===== src/rtl/sd_sec_read_arbiter.sv =====
// sd_sec_read_arbiter
// Shares the SD controller's single sector-read channel between two requesters
// (port 0: BMP image reader, port 1: secondary loader). Ownership is granted
// round-robin and held for one whole sector, from grant until the controller's
// sector-done pulse. Read strobes and done pulses go back to the owning port only.
// No grant is issued until sd_init_done is high.
//
// Optional build macro: SD_ARB_TIMEOUT_EN adds a watchdog that ends a sector early
// after TIMEOUT_CYCLES cycles without a data byte, and sets the sticky timeout_err flag.
module sd_sec_read_arbiter #(
    parameter int          GAP_CYCLES     = 2,
    parameter logic [23:0] TIMEOUT_CYCLES = 24'd4_000_000
) (
    input  logic        clk,
    input  logic        rst,
    input  logic        sd_init_done,
    input  logic        req0_read,
    input  logic        req1_read,
    input  logic [31:0] req0_addr,
    input  logic [31:0] req1_addr,
    output logic        req0_grant,
    output logic        req1_grant,
    output logic        req0_data_valid,
    output logic        req1_data_valid,
    output logic        req0_end,
    output logic        req1_end,
    output logic [7:0]  rd_data,
    output logic        sd_sec_read,
    output logic [31:0] sd_sec_read_addr,
    input  logic [7:0]  sd_sec_read_data,
    input  logic        sd_sec_read_data_valid,
    input  logic        sd_sec_read_end,
    output logic        busy,
    output logic        timeout_err
);

    // Gap counter runs 0 .. GAP_CYCLES-1, so it needs at least one bit.
    localparam int GAP_W = (GAP_CYCLES > 1) ? $clog2(GAP_CYCLES) : 1;
    localparam logic [GAP_W-1:0] GAP_LAST = GAP_W'(GAP_CYCLES - 1);

    typedef enum logic [1:0] {
        IDLE = 2'd0,
        BUSY = 2'd1,
        GAP  = 2'd2
    } state_t;

    state_t            state_reg, state_next;
    logic              owner_reg, owner_next;
    logic              last_reg, last_next;
    logic [31:0]       addr_reg, addr_next;
    logic [GAP_W-1:0]  gap_cnt_reg, gap_cnt_next;
    logic              sel;
    logic              in_busy;
    logic              timeout_hit;
    logic              sector_done;
    logic [1:0]        grant_vec;
    logic [1:0]        valid_vec;
    logic [1:0]        end_vec;

    assign in_busy     = (state_reg == BUSY);
    assign sector_done = sd_sec_read_end || timeout_hit;

    // State, ownership and latched address registers.
    always_ff @(posedge clk or negedge rst) begin
        if (!rst) begin
            state_reg   <= IDLE;
            owner_reg   <= 1'b0;
            last_reg    <= 1'b1;
            addr_reg    <= 32'd0;
            gap_cnt_reg <= '0;
        end else begin
            state_reg   <= state_next;
            owner_reg   <= owner_next;
            last_reg    <= last_next;
            addr_reg    <= addr_next;
            gap_cnt_reg <= gap_cnt_next;
        end
    end

    // Next-state logic: round-robin pick in IDLE, hold for one sector, then a forced gap.
    always_comb begin
        state_next   = state_reg;
        owner_next   = owner_reg;
        last_next    = last_reg;
        addr_next    = addr_reg;
        gap_cnt_next = gap_cnt_reg;
        // When both ports ask, the one that did not win last time goes next.
        sel          = (req0_read && req1_read) ? ~last_reg : req1_read;
        case (state_reg)
            IDLE: begin
                if (sd_init_done && (req0_read || req1_read)) begin
                    owner_next = sel;
                    last_next  = sel;
                    addr_next  = sel ? req1_addr : req0_addr;
                    state_next = BUSY;
                end
            end
            BUSY: begin
                if (sector_done) begin
                    gap_cnt_next = '0;
                    state_next   = GAP;
                end
            end
            GAP: begin
                if (gap_cnt_reg == GAP_LAST) begin
                    state_next = IDLE;
                end else begin
                    gap_cnt_next = gap_cnt_reg + 1'b1;
                end
            end
            default: begin
                state_next = IDLE;
            end
        endcase
    end

    // Per-port routing: grant, byte strobe and done pulse reach the owner only.
    genvar gi;
    generate
        for (gi = 0; gi < 2; gi++) begin : g_port
            assign grant_vec[gi] = in_busy && ((gi == 1) ? owner_reg : ~owner_reg);
            assign valid_vec[gi] = grant_vec[gi] && sd_sec_read_data_valid;
            assign end_vec[gi]   = grant_vec[gi] && sector_done;
        end
    endgenerate

    assign req0_grant       = grant_vec[0];
    assign req1_grant       = grant_vec[1];
    assign req0_data_valid  = valid_vec[0];
    assign req1_data_valid  = valid_vec[1];
    assign req0_end         = end_vec[0];
    assign req1_end         = end_vec[1];
    assign rd_data          = sd_sec_read_data;
    assign sd_sec_read      = in_busy;
    assign sd_sec_read_addr = addr_reg;
    assign busy             = (state_reg != IDLE);

`ifdef SD_ARB_TIMEOUT_EN
    logic [23:0] wd_cnt_reg;
    logic        timeout_err_reg;

    // Watchdog: counts idle cycles while owning the channel, restarted by every byte.
    always_ff @(posedge clk or negedge rst) begin
        if (!rst) begin
            wd_cnt_reg      <= 24'd0;
            timeout_err_reg <= 1'b0;
        end else begin
            if (!in_busy || sd_sec_read_data_valid) begin
                wd_cnt_reg <= 24'd0;
            end else begin
                wd_cnt_reg <= wd_cnt_reg + 24'd1;
            end
            if (timeout_hit) begin
                timeout_err_reg <= 1'b1;
            end
        end
    end

    assign timeout_hit = in_busy && (wd_cnt_reg >= TIMEOUT_CYCLES);
    assign timeout_err = timeout_err_reg;
`else
    // Watchdog compiled out: a stalled sector keeps the channel until its end pulse.
    // The parameter is still referenced so both builds share one interface.
    assign timeout_hit = 1'b0;
    assign timeout_err = (TIMEOUT_CYCLES == 24'd0) && 1'b0;
`endif

endmodule

===== config.mk =====
export PLATFORM = sky130hd
export DESIGN_NAME = sd_sec_read_arbiter
export DESIGN_NICKNAME = d
export VERILOG_FILES = /design/src/rtl/sd_sec_read_arbiter.sv
export SDC_FILE = /design/constraint.sdc
export NUM_CORES = 1
export LEC_CHECK = 0
export ABC_AREA = 0
export BUFFER_PORTS_ARGS = -buffer_cell sky130_fd_sc_hd__buf_2
export CORE_MARGIN = 1.5
export CORE_UTILIZATION = 44
export DETAILED_ROUTE_END_ITERATION = 8
export PLACE_DENSITY = 0.94
export REMOVE_ABC_BUFFERS = 1
export SLEW_MARGIN = 20
export SYNTH_ARGS = -nofsm -noshare
export SYNTH_HDL_FRONTEND = slang
export SYNTH_SLANG_ARGS = --single-unit

===== constraint.sdc =====
create_clock -name clk -period 3.3 [get_ports clk]
set_input_delay 0.66 -clock clk [delete_from_list [all_inputs] [get_ports clk]]
set_output_delay 0.66 -clock clk [all_outputs]
set_load 0.01 [all_outputs]

# After elaboration in Yosys (flattened, before gate mapping)
# Cells that the tools add are included.
# totals
reg_bits	37
latch_bits	0
ramBits	0
rom_bits	0
in_bits	79
out_inout_bits	49
elab_cells	37
memories	0
# classes
addsub	1
mul	0
div_mod_pow	0
magnitude_cmp	0
eq_ne	5
shifts	0
muxes	9
bitwise	2
n_reduce_logical	15
# op_table
cell	count
32-bit two-way mux	1
1-bit logical AND	8
2-bit two-way mux	3
2-bit inequality test (second input constant)	3
2-bit one-hot mux with 3 select lines	1
2-bit AND reduction	2
2-bit nonzero test	2
1-bit two-way mux	3
3-bit AND reduction	1
2-bit by 1-bit == test with 1-bit output (second input constant)	1
2-bit == test (second input constant)	1
2-bit zero test	1
1-bit NOT	2
1-bit one-hot mux with 2 select lines	1
1-bit adder (second input constant)	1
1-bit logical OR	1

# Depth between registers and ports, before layout
# Gate-level depths: netlist of run 1.
# logic_depth
ltp_word	4
depth_mapped	4
depth_no_buf	3

# Worst setup path before layout of run 1
# No wires, ideal clock.
# synth_path
kind	input to output
from	in sd_sec_read_end
to	out req0_end
arrival_ps	992
t_required_ps	2640
path_slack_ps	1648
path_stages	2
path_buffers	0
path_cell_list	inv_1 > nor3_1
# synth_via
elab_chain_len	1
# synth_rtl
element	line	source
from (decl)	32	input logic sd_sec_read_end,
1-bit logical AND	123	assign end_vec[gi] = grant_vec[gi] && sector_done;
to (decl)	25	output logic req0_end,
# No other way between the ends.

# Final worst setup path of run 1
# layout_path
from	reg state_reg[1]
to	out req1_end
# layout_via
elab_chain_len	3
# layout_rtl
element	line	source
from (decl)	47	state_t state_reg, state_next;
from (signal assigned)	72	state_reg <= state_next;
2-bit by 1-bit == test with 1-bit output	60	assign in_busy = (state_reg == BUSY);
1-bit logical AND	121	assign grant_vec[gi] = in_busy && ((gi == 1) ? owner_reg : ~owner_reg);
1-bit logical AND	123	
to (decl)	26	output logic req1_end,
# No other way between the ends.

==> results of run 1 <==
[routing by layer]
layer | GRT usage [%] | wire, um | part of all wire (%)
met2 | 33.17 | 2179 | 50
met5 | 0 | 0 | 0
met4 | 9.694 | 62 | 1.4
met3 | 5.667 | 355 | 8.1
met1 | 21.19 | 1789 | 41
[power by group through the flow]
stage               Sequential, mW  Clock [mW]  Combinational (mW)
floorplan                    0.890           0               0.437
global placement             0.810           0               0.847
detailed placement           0.815           0               0.881
CTS                          0.810       0.312               0.881
global route                 0.837       0.329               0.944
finish                       0.811       0.299               0.866
[stage by stage]
| stage | util (%) | power [mW] | instances | hold slack, ns | instance area, um^2 |
|---|---|---|---|---|---|
| finish | 59.24 | 1.976 | 296 | 0.4690 | 2370 |
| floorplan | - | 1.327 | 128 | 0.3644 | 1672 |
| global route | 59.24 | 2.110 | 296 | 0.5286 | 2370 |
| detailed placement | 57.18 | 1.696 | 288 | 0.4942 | 2287 |
| global placement | 57.18 | 1.657 | 288 | 0.4625 | 2287 |
| CTS | 59.24 | 2.003 | 296 | 0.4964 | 2370 |
[synthesized netlist by cell type (all sizes together)]
cell	count
nor3b	1
and3	2
buf	16
a21o	1
nand3b	1
nand3	1
a21oi	1
clkbuf	5
nor2b	1
or2	1
nor3	1
o221a	32
dfrtp	36
or3	32
nand2	3
o21ai	2
and2	2
or2b	1
nor2	2
nand4bb	1
nand2b	1
conb	1
o21a	1
a22o	1
inv	2
dfstp	1
[layout make-up]
class | instances | area (um^2) | area share (%)
Timing Repair Buffer | 110 | 550.5 | 23.23
Inverter | 2 | 7.507 | 0.3168
Clock inverter | 2 | 10.01 | 0.4224
Tap cell | 50 | 62.56 | 2.640
Multi-Input combinational cell | 89 | 739.5 | 31.20
Clock buffer | 6 | 72.57 | 3.062
Sequential cell | 37 | 927.1 | 39.12
[final timing paths]
check | startpoint | endpoint | slack [ns] | depth (start not counted)
setup / recovery | state_reg[1] | req1_end | 1.29 | 4
hold / removal | rst | sd_sec_read_addr[1] | 0.47 | 1
setup reg to reg | state_reg[0] | sd_sec_read_addr[28] | 1.38 | 3
hold reg to reg | gap_cnt_reg | state_reg[1] | 0.50 | 1
max in group asynchronous | rst | sd_sec_read_addr[11] | 2.30 | 1
min in group clk | gap_cnt_reg | state_reg[1] | 0.50 | 1
[logic make-up after synthesis]
group	synth area share (%)
compound gates	22.01
simple gates	18.29
buf+inv	8.528
flops	50.96
other cells	0.2061
==> impl_metrics.json, run 1 <==
{
  "status": "complete, no violations",
  "ys.warnings.count": 0,
  "drc": 0,
  "critPathBufInv": 2,
  "wire_per_inst_um": 14.82,
  "peakVddDrop_uv": 313.6,
  "grt_use_total_pct": 19.12,
  "yosys-top-cells-area": "dfrtp_1 50%, o221a_2 19%, or3_1 11%",
  "cts_tree": "yes",
  "p_clk_share_pct": 15.2,
  "path_class": "flip-flop to output pin",
  "fill_cells": 335,
  "final_cell_mix": "110 x buf_2, 36 x dfrtp_1, 32 x or3_1",
  "cts_setup_buffers": 0,
  "rows": 23,
  "cap_violations": 0,
  "clock_sinks": 37,
  "yosys_register_bits": 37,
  "tns_ns": 0,
  "cell_internal_pwr_mw": 1.285,
  "place_ws_ns": 1.038,
  "finalSetupViolCount": 0,
  "finalWirelength_um": 4386,
  "die_h_um": 67.30,
  "fmax_mhz": 498.5,
  "path_delay_family": "flip-flops",
  "boundaryPins": 128,
  "hold_viol_final": 0,
  "netlist_area_um2": 1819,
  "start_util_pct": 45.48,
  "grt_pass1_wl_um": 6520,
  "drtAntennaViolNets": 0,
  "worst_slack_ns": 1.294,
  "critPathLaunchType": "flip-flop",
  "grt_overflow": 0,
  "critPathCaptureType": "output pin",
  "yosys.cell_types.count": 29,
  "crit_arrival_ns": 1.35,
  "ctsResizeCount": 0,
  "cts_buffers": 5,
  "slowest_stage": "dfrtp_1",
  "fp.dieW_um": 67.30,
  "path_cells": "nand2b_1, inv_1, and3_1, buf_2",
  "path_clk_slew_ns": 0.07,
  "vias": 1636,
  "cts_buffer_depth": 2,
  "port_buffers": 110,
  "comb_power_share_pct": 43.8,
  "yosysTopAreaCell": "dfrtp_1",
  "grt_pass1_vias": 1487,
  "p_leak_nw": 1.096,
  "crit_fanout": 8,
  "cp.required_ns": 2.64,
  "drt_first_pass_iters": 4,
  "nets": 324,
  "synth_seq_area_share_pct": 50.96,
  "post-route-period-util_pct": 60.79,
  "tightest_slew_ns": 0.9283,
  "switching_power_mw": 0.6909,
  "htree_num_levels": 2,
  "synthCells": 149,
  "final_layout_size_suffix_gt1_share_pct": 63.01,
  "relSlewSlack_pct": 37.83,
  "hold_buffers": 0,
  "drt_iter0_drc": 56,
  "n_antenna_cell": 0,
  "synth_top_area_share_pct": 49.52,
  "die_area_um2": 4529,
  "worstHoldPathType": "primary input to asynchronous set/reset pin",
  "clock-root-buffer": "clkbuf_8",
  "largest_reg_flops": 32,
  "antenna_found_initial": 0,
  "grt_max_degree": 38,
  "crit_path_max_incr_delay_ns": 0.45,
  "p_sw_share_pct": 34.97,
  "drv_slew": 0,
  "vias_per_cell": 5.527,
  "fin_skew_ns": 0.007270,
  "place_congestion": 0.6795,
  "place_hpwl_um": 3110,
  "syn_avg_cell_area_um2": 12.21,
  "synthToLayoutAreaGrowth_pct": 30.26,
  "p_per_area_nw_per_um2": 833.8,
  "final_common_cell": "buf_2",
  "insertion_delay_ns": 0.28,
  "p_seq_share_pct": 41.0,
  "coreArea_um2": 4000,
  "layout_min_cycle_time_ns": 2.006,
  "rsz0062_at_grt": "false"
}
(Power assumes the default switching activity.)
==> run 2: changes to the inputs <==
--- a/config.mk
+++ b/config.mk
@@ -8,9 +8,9 @@
 export ABC_AREA = 0
 export BUFFER_PORTS_ARGS = -buffer_cell sky130_fd_sc_hd__buf_2
 export CORE_MARGIN = 1.5
-export CORE_UTILIZATION = 44
+export CORE_UTILIZATION = 37
 export DETAILED_ROUTE_END_ITERATION = 8
-export PLACE_DENSITY = 0.94
+export PLACE_DENSITY = 0.85
 export REMOVE_ABC_BUFFERS = 1
 export SLEW_MARGIN = 20
 export SYNTH_ARGS = -nofsm -noshare
==> constraint.sdc (replaced) <==
create_clock -name clk -period 1.6 [get_ports clk]
set_input_delay 0.32 -clock clk [delete_from_list [all_inputs] [get_ports clk]]
set_output_delay 0.32 -clock clk [all_outputs]
set_load 0.01 [all_outputs]
==> run 2 against run 1 <==
Final area increased by 9.5%; largest cell class unchanged; critical endpoint unchanged; clock power increased by 110%; setup slack got worse by 1.3 ns; first-iteration DRC count increased by 29%; final cell count increased by 10%; critical path type unchanged; register-to-register slack got worse by 1.3 ns; non-clock buffer count increased by 13; the run now ends with setup timing left; utilization decreased by 4.3 points; clock skew decreased by 0.0030 ns; global-route usage decreased by 1.5 points.
==> impl_metrics.json, run 2 (synthesized netlist as in run 1, its figures left out) <==
{
  "status": "finished with violations",
  "violations": "setup timing",
  "fp.dieW_um": 73.12,
  "place_inst": 311,
  "path_cells": "buf_6, nand2b_4, inv_4, and3_1, buf_2",
  "vias": 1658,
  "relSlewSlack_pct": 59.93,
  "path_delay_family": "flip-flops",
  "drc": 0,
  "grt_use_total_pct": 17.64,
  "rows": 25,
  "cts_buffer_depth": 2,
  "cts_tree": "yes",
  "fin_cells": 326,
  "p_per_area_nw_per_um2": 1699,
  "insertion_delay_ns": 0.28,
  "synthToLayoutAreaGrowth_pct": 42.64,
  "grt_pass1_wl_um": 7265,
  "final_util_pct": 54.94,
  "place_hpwl_um": 3102,
  "drtAntennaViolNets": 0,
  "r2r_slack_ns": 0.04,
  "finalWirelength_um": 4817,
  "fill_cells": 414,
  "drv_slew": 0,
  "largest_reg_flops": 32,
  "drt_first_pass_iters": 4,
  "crit_arrival_ns": 1.28,
  "cap_violations": 0,
  "fin_skew_ns": 0.004253,
  "crit_fanout": 5,
  "clock-root-buffer": "clkbuf_8",
  "worstHoldPathType": "primary input to flip-flop",
  "cp.required_ns": 1.28,
  "final_layout_size_suffix_gt1_share_pct": 66.80,
  "cts_buffers": 5,
  "die_area_um2": 5347,
  "p_leak_nw": 1.189,
  "hold_viol_final": 0,
  "coreArea_um2": 4723,
  "critPathLaunchType": "flip-flop",
  "drt_iter0_drc": 72,
  "final_area_um2": 2595,
  "clock_sinks": 37,
  "critPathBufInv": 3,
  "peakVddDrop_uv": 774.7,
  "vias_per_cell": 5.086,
  "port_buffers": 110,
  "critPathCaptureType": "output pin",
  "grt_pass1_vias": 1542,
  "grt_max_degree": 35,
  "fmax_mhz": 624.3,
  "rsz0062_at_grt": "true",
  "start_util_pct": 38.52,
  "htree_num_levels": 2,
  "worst_slack_ns": -0.001836,
  "place_congestion": 0.6818,
  "finalSetupViolCount": 2,
  "antenna_found_initial": 0,
  "die_h_um": 73.12,
  "crit_path_max_incr_delay_ns": 0.40,
  "layout_min_cycle_time_ns": 1.602,
  "n_antenna_cell": 0,
  "post-route-period-util_pct": 100.1,
  "path_clk_slew_ns": 0.07,
  "slowest_stage": "dfrtp_1",
  "boundaryPins": 128,
  "grt_overflow": 0,
  "nets": 338,
  "final_cell_mix": "109 x buf_2, 35 x dfrtp_1, 31 x o221a_2",
  "tightest_slew_ns": 0.5998,
  "dpl_cell_area_um2": 2379,
  "final_common_cell": "buf_2",
  "path_class": "flip-flop to output pin",
  "regArea_um2": 928.4,
  "multi_input_area_um2": 797.0,
  "wire_per_inst_um": 14.78
}
-- run 2: power by group --
part / total, mW / leakage (nW) / switching, mW / internal (mW)
sequential: 1.66 / 0.407 / 0.264 / 1.39
combinational: 2.11 / 0.738 / 0.938 / 1.17
clock: 0.640 / 0.0443 / 0.298 / 0.341
-- run 2: final cells by class --
class | instances | area share (%)
Clock buffer | 7 | 3.327
Inverter | 2 | 0.3857
Sequential cell | 37 | 35.78
Tap cell | 67 | 3.230
Multi-Input combinational cell | 90 | 30.71
Timing Repair Buffer | 123 | 26.57
-- run 2: metal layers --
layer / track usage [%] / part of all wire [%] / vias to the layer above
met5: 0 / 0 / -
met4: 6.289 / 0.95 / 0
met3: 5.387 / 7.4 / 5
met2: 30.20 / 48 / 84
met1: 20.79 / 43 / 779
li1: - / - / 790
-- run 2: per-stage QoR --
stage	TNS (ns)	hold slack [ns]	total power [mW]	worst slack, ns
2_1_floorplan	0	0.02441	2.738	0.03751
3_3_place_gp	-2.507	0.2789	3.507	-0.08588
3_5_place_dp	-3.781	0.2897	3.577	-0.1292
4_1_cts	-0.01430	0.2954	4.340	-0.01430
5_1_grt	-0.6184	0.2972	4.727	-0.07601
6_report	-0.002152	0.3028	4.408	-0.001836
-- run 2: repair_timing --
item                                    4_1_cts  5_1_grt
gates cloned                                  0        1
buffers inserted                              2        4
endpoints found under the setup margin       39       38
pin swaps                                     4        2
hold buffers                                  1        0
endpoints found under the hold margin        17        0
resized for setup                             9        6
-- run 2: worst paths after layout --
check	start	end	cells past startpoint
hold reg to reg	gap_cnt_reg	state_reg[1]	1
max in group asynchronous	rst	sd_sec_read_addr[2]	3
setup / recovery	state_reg[1]	req1_end	5
min in group asynchronous	rst	sd_sec_read_addr[9]	2
setup reg to reg	state_reg[1]	sd_sec_read_addr[12]	5
hold / removal	req1_addr[2]	sd_sec_read_addr[2]	2
==> run 3: changes to the inputs <==
--- a/config.mk
+++ b/config.mk
@@ -5,12 +5,12 @@
 export SDC_FILE = /design/constraint.sdc
 export NUM_CORES = 1
 export LEC_CHECK = 0
-export ABC_AREA = 0
+export ABC_AREA = 1
 export BUFFER_PORTS_ARGS = -buffer_cell sky130_fd_sc_hd__buf_2
 export CORE_MARGIN = 1.5
-export CORE_UTILIZATION = 37
+export CORE_UTILIZATION = 39
 export DETAILED_ROUTE_END_ITERATION = 8
-export PLACE_DENSITY = 0.85
+export PLACE_DENSITY = 0.86
 export REMOVE_ABC_BUFFERS = 1
 export SLEW_MARGIN = 20
 export SYNTH_ARGS = -nofsm -noshare
==> run 3 against run 2 <==
The run now ends clean; sequential share of layout area is 1.3 points lower; utilization down 1.8 points; synthesized cell count rose by 93%; register-to-register slack better by 0.20 ns; largest power group unchanged; highest routed layer unchanged.
==> impl_metrics.json, run 3 <==
{
  "coreArea_um2": 5075,
  "synthCells": 287,
  "cts_tree": "yes",
  "htree_num_levels": 2,
  "antenna_found_initial": 0,
  "worstHoldPathType": "primary input to flip-flop",
  "vias": 2077,
  "largest_reg_flops": 32,
  "final_layout_size_suffix_gt1_share_pct": 35.99,
  "path_cells": "inv_2, nand2_4, inv_2, nand2_4, nor2_2, buf_2",
  "drv_slew": 0,
  "syn_avg_cell_area_um2": 7.141,
  "grt_pass1_vias": 1848,
  "peakVddDrop_uv": 616.9,
  "hold_viol_final": 0,
  "yosysTopAreaCell": "dfrtp_1",
  "boundaryPins": 128,
  "finalPower_mw": 4.149,
  "hold_depth": 2,
  "final_area_um2": 2695,
  "critPathLaunchType": "flip-flop",
  "cts_buffers": 5,
  "crit_path_max_incr_delay_ns": 0.39,
  "rows": 26,
  "cts_buffer_depth": 2,
  "status": "complete, no violations",
  "ys_top_cells_by_count": "165 x nand2_1, 36 x dfrtp_1, 32 x nand3_1",
  "synth_seq_area_share_pct": 45.24,
  "synth_edf_count": 0,
  "cp.depth": 6,
  "yosys.cell_types.count": 19,
  "dpl_cell_area_um2": 2569,
  "cp.required_ns": 1.28,
  "yosys-top-cells-area": "dfrtp_1 44%, nand2_1 30%, nand3_1 7.8%",
  "fin_skew_ns": 0.005103,
  "ys.warnings.count": 0,
  "multi_input_area_um2": 929.6,
  "synth_ff_type": "dfrtp_1",
  "worst_hold_slack_ns": 0.2869,
  "path_delay_family": "flip-flops",
  "synthArstFlopShare_pct": 100.0,
  "tns_ns": 0,
  "final_common_cell": "nand2_1",
  "place_hpwl_um": 3701,
  "drtAntennaViolNets": 0,
  "rsz0062_at_grt": "false",
  "finalSetupViolCount": 0,
  "post-route-period-util_pct": 94.04,
  "critPathBufInv": 3,
  "die_h_um": 75.49,
  "place_congestion": 0.7480,
  "netlist_area_um2": 2049,
  "grt_max_degree": 38,
  "drt_first_pass_iters": 4,
  "p_leak_nw": 1.678,
  "final_cell_mix": "163 x nand2_1, 110 x buf_2, 35 x dfrtp_1",
  "slowest_stage": "dfrtp_1",
  "crit_fanout": 6,
  "vias_per_cell": 4.525,
  "cap_violations": 0,
  "die_area_um2": 5699,
  "grt_overflow": 0,
  "path_clk_slew_ns": 0.07,
  "place_ws_ns": 0.1980,
  "start_util_pct": 40.38,
  "port_buffers": 110,
  "clock-root-buffer": "clkbuf_8",
  "drt_iter0_drc": 55,
  "n_antenna_cell": 0,
  "final_util_pct": 53.11,
  "regArea_um2": 928.4,
  "fill_cells": 518,
  "path_class": "flip-flop to output pin",
  "fmax_mhz": 664.6,
  "place_inst": 448,
  "synth_top_area_share_pct": 43.96,
  "layout_min_cycle_time_ns": 1.505,
  "drc": 0,
  "wire_per_inst_um": 11.06,
  "nets": 467,
  "grt_use_total_pct": 18.63,
  "critPathCaptureType": "output pin",
  "synthToLayoutAreaGrowth_pct": 31.50,
  "grt_pass1_wl_um": 8045,
  "clock_sinks": 37,
  "r2r_cells": 4,
  "worst_slack_ns": 0.09538,
  "yosys_register_bits": 37,
  "p_per_area_nw_per_um2": 1539,
  "crit_arrival_ns": 1.18,
  "fp.dieW_um": 75.49,
  "yosysMostFrequentCell": "nand2_1",
  "fin_cells": 459,
  "insertion_delay_ns": 0.28,
  "finalWirelength_um": 5078
}
[run 3: changes by cell type after synthesis, sizes merged, moves of 2 or more]
cell    previous run  this run
nand2              3       168
nand3              1        33
o221a             32         0
or3               32         0
buf               16        25
inv                2         9
clkbuf             5         0
nor2               2         7
and2               2         0
and3               2         0
o21ai              2         4
[run 3: where the power goes]
group | switching, mW | total [mW] | internal [mW]
Sequential | 0.270 | 1.65 | 1.38
Clock | 0.311 | 0.613 | 0.301
Combinational | 1.13 | 1.89 | 0.763
[run 3: cell type report]
type / instances / area share (%)
clock buffer: 6 / 2.693
clock inverter: 2 / 0.3714
inverter: 9 / 1.253
multi-input combinational: 216 / 34.49
sequential: 37 / 34.45
tap: 70 / 3.250
timing repair buffer: 119 / 23.49
[run 3: worst paths after layout]
kind                            slack, ns              endpoint            start
worst max-delay path                  0.1              req1_end     state_reg[1]
min in group asynchronous            0.51  sd_sec_read_addr[16]              rst
worst max register to register       0.24             owner_reg     state_reg[1]
max in group asynchronous            0.63   sd_sec_read_addr[0]              rst
worst min-delay path                 0.29          state_reg[0]  sd_sec_read_end
worst min register to register       0.46          state_reg[1]      gap_cnt_reg
[run 3: timing repair]
| item | in CTS | in global routing |
|---|---|---|
| resized for setup | 2 | 6 |
| hold endpoints to repair | 17 | 0 |
| endpoints found under the setup margin | 2 | 2 |
| pin swaps | 0 | 1 |
| setup buffers | 1 | 1 |
| hold buffers | 1 | 0 |
[run 3: metal layers]
layer / track usage (%) / wire length [um] / up-vias
met5: 0 / 0 / -
met4: 4.365 / 53 / 0
met3: 6.217 / 364 / 7
met2: 32.36 / 2550 / 88
met1: 22.41 / 2109 / 906
li1: - / - / 1076
[run 3: kinds of logic after synthesis]
group,synth area share [%]
AO/OA/AOI/OAI,1.343
AND/OR/NAND/NOR,42.98
buffers and inverters,10.26
other,0.1830
flip-flops,45.24
[run 3: worst reg2reg max path, stage by stage (launching register included)]
cell and delay [ns]:
dfrtp_1 0.39, buf_4 0.15, nor2_4 0.12, nand3_4 0.33
o21ai_0 0.28
